<file path="config.mk">
export PLATFORM = sky130hd
export DESIGN_NAME = codec_loopback_master
export DESIGN_NICKNAME = d
export VERILOG_FILES = /design/src/rtl/codec_loopback_master.sv
export SDC_FILE = /design/constraint.sdc
export NUM_CORES = 1
export LEC_CHECK = 0
export BUFFER_PORTS_ARGS = -buffer_cell sky130_fd_sc_hd__buf_2
export CAP_MARGIN = 40
export CORE_UTILIZATION = 54
export CTS_CLUSTER_SIZE = 28
export DETAILED_ROUTE_END_ITERATION = 6
export PLACE_DENSITY = 0.8
export SLEW_MARGIN = 10
export SYNTH_ARGS = -nofsm -noshare
export SYNTH_HDL_FRONTEND = slang
export SYNTH_SLANG_ARGS = --single-unit
</file>
<file path="constraint.sdc">
create_clock -name Clk -period 3.6 [get_ports Clk]
set_clock_uncertainty 0.15 [all_clocks]
set_input_delay 0.18 -clock Clk [delete_from_list [all_inputs] [get_ports Clk]]
set_output_delay 0.18 -clock Clk [all_outputs]
set_load 0.03 [all_outputs]
</file>
<file path="src/rtl/codec_loopback_master.sv">
// Avalon-MM master for the codec register port: runs an I2C configuration table paced on
// i2c_idle, then loops ADC samples back to the DAC until loop_en is released.
module codec_loopback_master #(
    parameter logic [2:0]  ADDR_I2C     = 3'd0,
    parameter logic [2:0]  ADDR_STATUS  = 3'd1,
    parameter logic [2:0]  ADDR_DAC     = 3'd2,
    parameter logic [2:0]  ADDR_ADC     = 3'd3,
    parameter int unsigned SETTLE_CYC   = 4,
    parameter int unsigned POLL_TIMEOUT = 1023
) (
    input  logic        Clk,
    input  logic        Rst_n,
    input  logic        start,
    input  logic        loop_en,
    input  logic        mute,
    input  logic [4:0]  init_count,
    output logic [4:0]  init_addr,
    input  logic [23:0] init_data,
    output logic [2:0]  master_address,
    output logic        master_read,
    output logic        master_write,
    output logic [31:0] master_writedata,
    input  logic [31:0] master_readdata,
    input  logic        master_waitrequest,
    output logic        busy,
    output logic        init_done,
    output logic        error,
    output logic [15:0] sample_count
);

    localparam int unsigned PollW = $clog2(POLL_TIMEOUT + 1);
    localparam logic [PollW-1:0] PollLast = PollW'(POLL_TIMEOUT - 1);
    localparam logic [3:0] SettleInit = 4'(SETTLE_CYC);

    typedef enum logic [2:0] {
        StIdle,
        StInitWr,
        StInitSettle,
        StInitPoll,
        StStrmRd,
        StStrmWr
    } state_e;

    state_e             r_state, w_state_nxt;
    logic [4:0]         r_count, w_count_nxt;
    logic [4:0]         r_addr, w_addr_nxt;
    logic [3:0]         r_settle, w_settle_nxt;
    logic [PollW-1:0]   r_poll, w_poll_nxt;
    logic [31:0]        r_sample, w_sample_nxt;
    logic [2:0]         r_bus_addr, w_bus_addr_nxt;
    logic               r_read, w_read_nxt;
    logic               r_write, w_write_nxt;
    logic [31:0]        r_wdata, w_wdata_nxt;
    logic               r_done, w_done_nxt;
    logic               r_error, w_error_nxt;
    logic [15:0]        r_samples, w_samples_nxt;

    always_ff @(posedge Clk or posedge Rst_n) begin
        if (Rst_n) begin
            r_state    <= StIdle;
            r_count    <= '0;
            r_addr     <= '0;
            r_settle   <= '0;
            r_poll     <= '0;
            r_sample   <= '0;
            r_bus_addr <= '0;
            r_read     <= 1'b0;
            r_write    <= 1'b0;
            r_wdata    <= '0;
            r_done     <= 1'b0;
            r_error    <= 1'b0;
            r_samples  <= '0;
        end else begin
            r_state    <= w_state_nxt;
            r_count    <= w_count_nxt;
            r_addr     <= w_addr_nxt;
            r_settle   <= w_settle_nxt;
            r_poll     <= w_poll_nxt;
            r_sample   <= w_sample_nxt;
            r_bus_addr <= w_bus_addr_nxt;
            r_read     <= w_read_nxt;
            r_write    <= w_write_nxt;
            r_wdata    <= w_wdata_nxt;
            r_done     <= w_done_nxt;
            r_error    <= w_error_nxt;
            r_samples  <= w_samples_nxt;
        end
    end

    // Each request state spends its first cycle with the request low and raises the
    // registered request from there; the request drops on the completion cycle.
    always_comb begin
        w_state_nxt    = r_state;
        w_count_nxt    = r_count;
        w_addr_nxt     = r_addr;
        w_settle_nxt   = r_settle;
        w_poll_nxt     = r_poll;
        w_sample_nxt   = r_sample;
        w_bus_addr_nxt = r_bus_addr;
        w_read_nxt     = r_read;
        w_write_nxt    = r_write;
        w_wdata_nxt    = r_wdata;
        w_done_nxt     = r_done;
        w_error_nxt    = r_error;
        w_samples_nxt  = r_samples;

        unique case (r_state)
            StIdle: begin
                if (start) begin
                    w_count_nxt   = init_count;
                    w_addr_nxt    = '0;
                    w_samples_nxt = '0;
                    w_done_nxt    = 1'b0;
                    w_error_nxt   = 1'b0;
                    if (init_count == 5'd0) begin
                        w_done_nxt  = 1'b1;
                        w_state_nxt = StStrmRd;
                    end else begin
                        w_state_nxt = StInitWr;
                    end
                end
            end

            StInitWr: begin
                if (!r_write) begin
                    w_write_nxt    = 1'b1;
                    w_bus_addr_nxt = ADDR_I2C;
                    w_wdata_nxt    = {8'h00, init_data};
                end else if (!master_waitrequest) begin
                    w_write_nxt  = 1'b0;
                    w_settle_nxt = SettleInit;
                    w_state_nxt  = StInitSettle;
                end
            end

            // Gives the slave time to register the write and drop i2c_idle before polling.
            StInitSettle: begin
                if (r_settle <= 4'd1) begin
                    w_poll_nxt  = '0;
                    w_state_nxt = StInitPoll;
                end else begin
                    w_settle_nxt = r_settle - 4'd1;
                end
            end

            StInitPoll: begin
                w_poll_nxt     = r_poll + 1'b1;
                w_read_nxt     = 1'b1;
                w_bus_addr_nxt = ADDR_STATUS;
                if (r_read && !master_waitrequest && master_readdata[0]) begin
                    w_read_nxt = 1'b0;
                    if (r_addr == r_count - 5'd1) begin
                        w_done_nxt  = 1'b1;
                        w_state_nxt = loop_en ? StStrmRd : StIdle;
                    end else begin
                        w_addr_nxt  = r_addr + 5'd1;
                        w_state_nxt = StInitWr;
                    end
                end else if (r_poll == PollLast) begin
                    w_read_nxt  = 1'b0;
                    w_error_nxt = 1'b1;
                    w_state_nxt = StIdle;
                end
            end

            StStrmRd: begin
                if (!r_read) begin
                    if (!loop_en) begin
                        w_state_nxt = StIdle;
                    end else begin
                        w_read_nxt     = 1'b1;
                        w_bus_addr_nxt = ADDR_ADC;
                    end
                end else if (!master_waitrequest) begin
                    w_sample_nxt = master_readdata;
                    w_read_nxt   = 1'b0;
                    w_state_nxt  = StStrmWr;
                end
            end

            // mute is only looked at when the write is launched, so it cannot tear a transfer.
            StStrmWr: begin
                if (!r_write) begin
                    w_write_nxt    = 1'b1;
                    w_bus_addr_nxt = ADDR_DAC;
                    w_wdata_nxt    = mute ? 32'h0 : r_sample;
                end else if (!master_waitrequest) begin
                    w_write_nxt   = 1'b0;
                    w_samples_nxt = r_samples + 16'd1;
                    w_state_nxt   = loop_en ? StStrmRd : StIdle;
                end
            end

            default: begin
                w_read_nxt  = 1'b0;
                w_write_nxt = 1'b0;
                w_state_nxt = StIdle;
            end
        endcase
    end

    assign init_addr        = r_addr;
    assign master_address   = r_bus_addr;
    assign master_read      = r_read;
    assign master_write     = r_write;
    assign master_writedata = r_wdata;
    assign busy             = (r_state != StIdle);
    assign init_done        = r_done;
    assign error            = r_error;
    assign sample_count     = r_samples;

endmodule

</file>
==> results.md <==
* Status: finished, final reports clean
* Clk Latency, worst-skew pair at 0.54 ns
* Worst Path Arrival at 2.88 ns
* Layout cells sized above 1 at 28.8%
* Period utilization at 73.8%
* Most used DFF post-synth: dfrtp_1
* Maximum VDD drop at 0.609 mV
* # setup viols final at 0
* Vias in the first global route at 5101
* RePlAce Congestion at 0.835
* Adder-cell share of the synthesized area at 1.65%
* Post-synth EDFFs at 0
* Synth top area share at 53.2%
* Cell Count, Final, Fillers Out at 853
* Compound-Gate Fraction of Synth Area at 11.7%
* Largest cells by area after synthesis: dfrtp_1 53%, mux2_2 7.2%, nor2_1 4.7%
* Seq pwr share at 35.6%
* RSZ-0062 raised after global routing: false
* Reg2reg path depth at 5
* Die Area at 10200 um^2
* Ports at 128
* Residual DRC count at 0
* GRT overflow at 0
* Reg2reg setup slack at 0.94 ns
* Leakage at 0.00345 uW
* CTS buffer count at 17
* Final Hold Vio Count at 0
* Netlist cell types at 54
* Number of max-cap violations at 0
* Most common cell after layout, fill and taps aside: buf_2
* Largest net degree at the start of global routing at 64
* Final Cell Area at 7340 um^2
* Fin Hold WS at 0.0302 ns
* Worst setup margin at 0.943 ns
* Post-Synthesis Net Count at 593
* Relative slew margins at 45.5%
* Least-Margin Pin Slew at 0.817 ns
* Width of the die at 101 um
* WS Path Type: reg2reg
* Clock share of power at 28.6%
* Remaining antenna violation count at 0
* Initial drt markers at 334
* Simple-gate share of the synthesized area at 17.8%
* First-pass GRT wire length at 25.4 mm
* Clock slew at reported path FFs at 0.06 ns
* Synthesized instance count at 519
* Post-synth top area cell: dfrtp_1
* Final min period at 2.66 ns
* Critical R2R Capture: r_settle[1]
* Wire per inst at 18.7 um
* Root Buffer: clkbuf_8
* Synthesized area at 5310 um^2
* Largest family of logic cells by synthesized area: simple AND/OR/NAND/NOR gates
* Setup crit end: r_settle[1]
* Max Freq at 0.376 GHz
* Synth Register Bits at 113
* Setup_tns at 0 ns
* Comb pwr share at 35.8%
* Critical Path Start: r_state[2]
* Clock tree buffer depth at 2
* Setup bufs post-CTS at 0
* Mux contribution to synthesized area at 8.34%
* Sinks on the clock net at 113
* TritonCTS clock tree: built
* Area grow syn2layout at 38.2%
* Pwr Density at 841 nW/um^2
* Initial Util at 56.7%
* Initial antenna violation count at 1
* P_int at 3700 uW
* Origin of the critical flop-to-flop path: r_state[2]
* Die span in y at 101 um
* WP data required at 3.82 ns
* Vias/cell at 5.82
* Ys Warns at 0
* Critical path startpoint category: flop
* Placed Area at 6060 um^2
* Syn Area/Cell at 10.2 um^2
* Buffers on Ports at 126
* XOR/XNOR Fraction of Synth Area at 3.96%
* Tightest Hold Check Type: in2reg
* CORE AREA at 9370 um^2
* Sequential fraction of the synthesis area at 53.2%
* H-tree depth at 4
* Highest-count cells in the layout ignoring fill and taps: 127 x buf_2, 113 x dfrtp_1, 66 x nor2_1
* Switch share at 40.1%
* DP HPWL at 8.56 mm
* Max FO, Critical Path at 28
* Pre-antenna DRT Iters at 5
* Critical Path Sink Type: flop
* Cell Rows at 35
* Net Sw Power at 2470 uW
* Placed cells at 754
* Pre-CTS WS at 1.06 ns
* Synth async-reset ratio at 100%
* Post-layout nets at 784
* Final WL at 16.0 mm
* Tot GR Track Use at 33.5%
* Routed vias at 4968
* Max Transition Viols Final at 0
## sequential cells by signal (all words and copies together) (netlist names)
signal	flops
sample_count	16
master_address	2
r_state	3
init_done	1
error	1
master_write	1
r_count	5
r_poll	10
r_settle	4
init_addr	5
r_sample	32
master_read	1
master_writedata	32
## cell type report
cell class	count	area, um^2
Clock buffer	19	432
Sequential cell	113	2830
Inverter	17	66.3
Fill cell	563	2030
Clock inverter	13	186
Tap cell	129	161
Timing Repair Buffer	199	1350
Antenna cell	1	2.50
Multi-Input combinational cell	362	2310
## worst max-delay path, cell delays in order, from the launching register on
cell	delay, ns
dfrtp_1	0.86
nor3b_1	0.18
o21ai_1	0.28
o211ai_1	0.23
nor4_1	0.59
o22ai_1	0.20
## worst min-delay path by stage
stage	startpoint	endpoint	slack (ns)	cells past startpoint
floorplan	init_count[2]	r_count[2]	0.14	2
global placement	Rst_n	master_writedata[27]	0.17	2
detailed placement	Rst_n	master_writedata[27]	0.18	2
CTS	mute	master_writedata[2]	0.007	4
global route	mute	master_writedata[8]	0.06	4
finish	mute	master_writedata[8]	0.03	4
## Yosys cell counts (2+ instances only)
master	number
o22ai_1	2
nand4_1	8
nand3b_1	3
or3_1	6
or4_1	2
nor3b_1	3
buf_2	2
a221oi_1	14
a21oi_1	19
inv_1	17
xor2_1	6
nor2_1	66
nand3_1	9
or2_2	2
nand2b_1	6
and3_1	2
o31ai_1	2
mux2_2	34
nor3_1	15
a31oi_1	2
clkbuf_1	22
o21ai_0	29
a211oi_1	2
a22o_1	8
xnor2_1	18
nor4_1	7
nor2b_1	3
mux2i_1	6
ha_1	7
dfrtp_1	113
nand2_1	59
buf_1	2
o211ai_1	2
## power groups by stage
stage	Sequential, uW	Clock, uW	Combinational (uW)
3_3_place_gp	2120	0	1950
5_1_grt	2230	1840	2380
6_report	2190	1770	2210
3_5_place_dp	2140	0	2030
4_1_cts	2140	1760	2110
2_1_floorplan	2400	0	1180
## repair_timing
item                      in CTS  in global routing
gates resized for setup        0                  0
hold buffers                  65                  0
hold endpoints to repair     114                  0
## metal layers
layer  wire [um]  vias to the layer above  global-route usage [%]
met4         948                        0                    23.0
met3         988                       81                    9.32
li1            -                     2210                       -
met5           0                        -                       0
met1        5850                     2410                    37.8
met2        8160                      267                    55.6
## through the flow
stage               utilization [%]  total power [uW]
detailed placement             64.7              4170
finish                         78.3              6170
global route                   78.3              6450
global placement               64.5              4060
floorplan                         -              3580
CTS                            78.2              6010
## cells by family (layout without fill, tap and decap cells)
logic type	after synthesis	after routing
fa+ha+maj	7	7
compound gates	90	90
simple gates	200	200
other cells	1	2
buf+inv	44	248
xor+xnor	24	24
mux	40	40
flops	113	113
(Power assumes the default switching activity.)
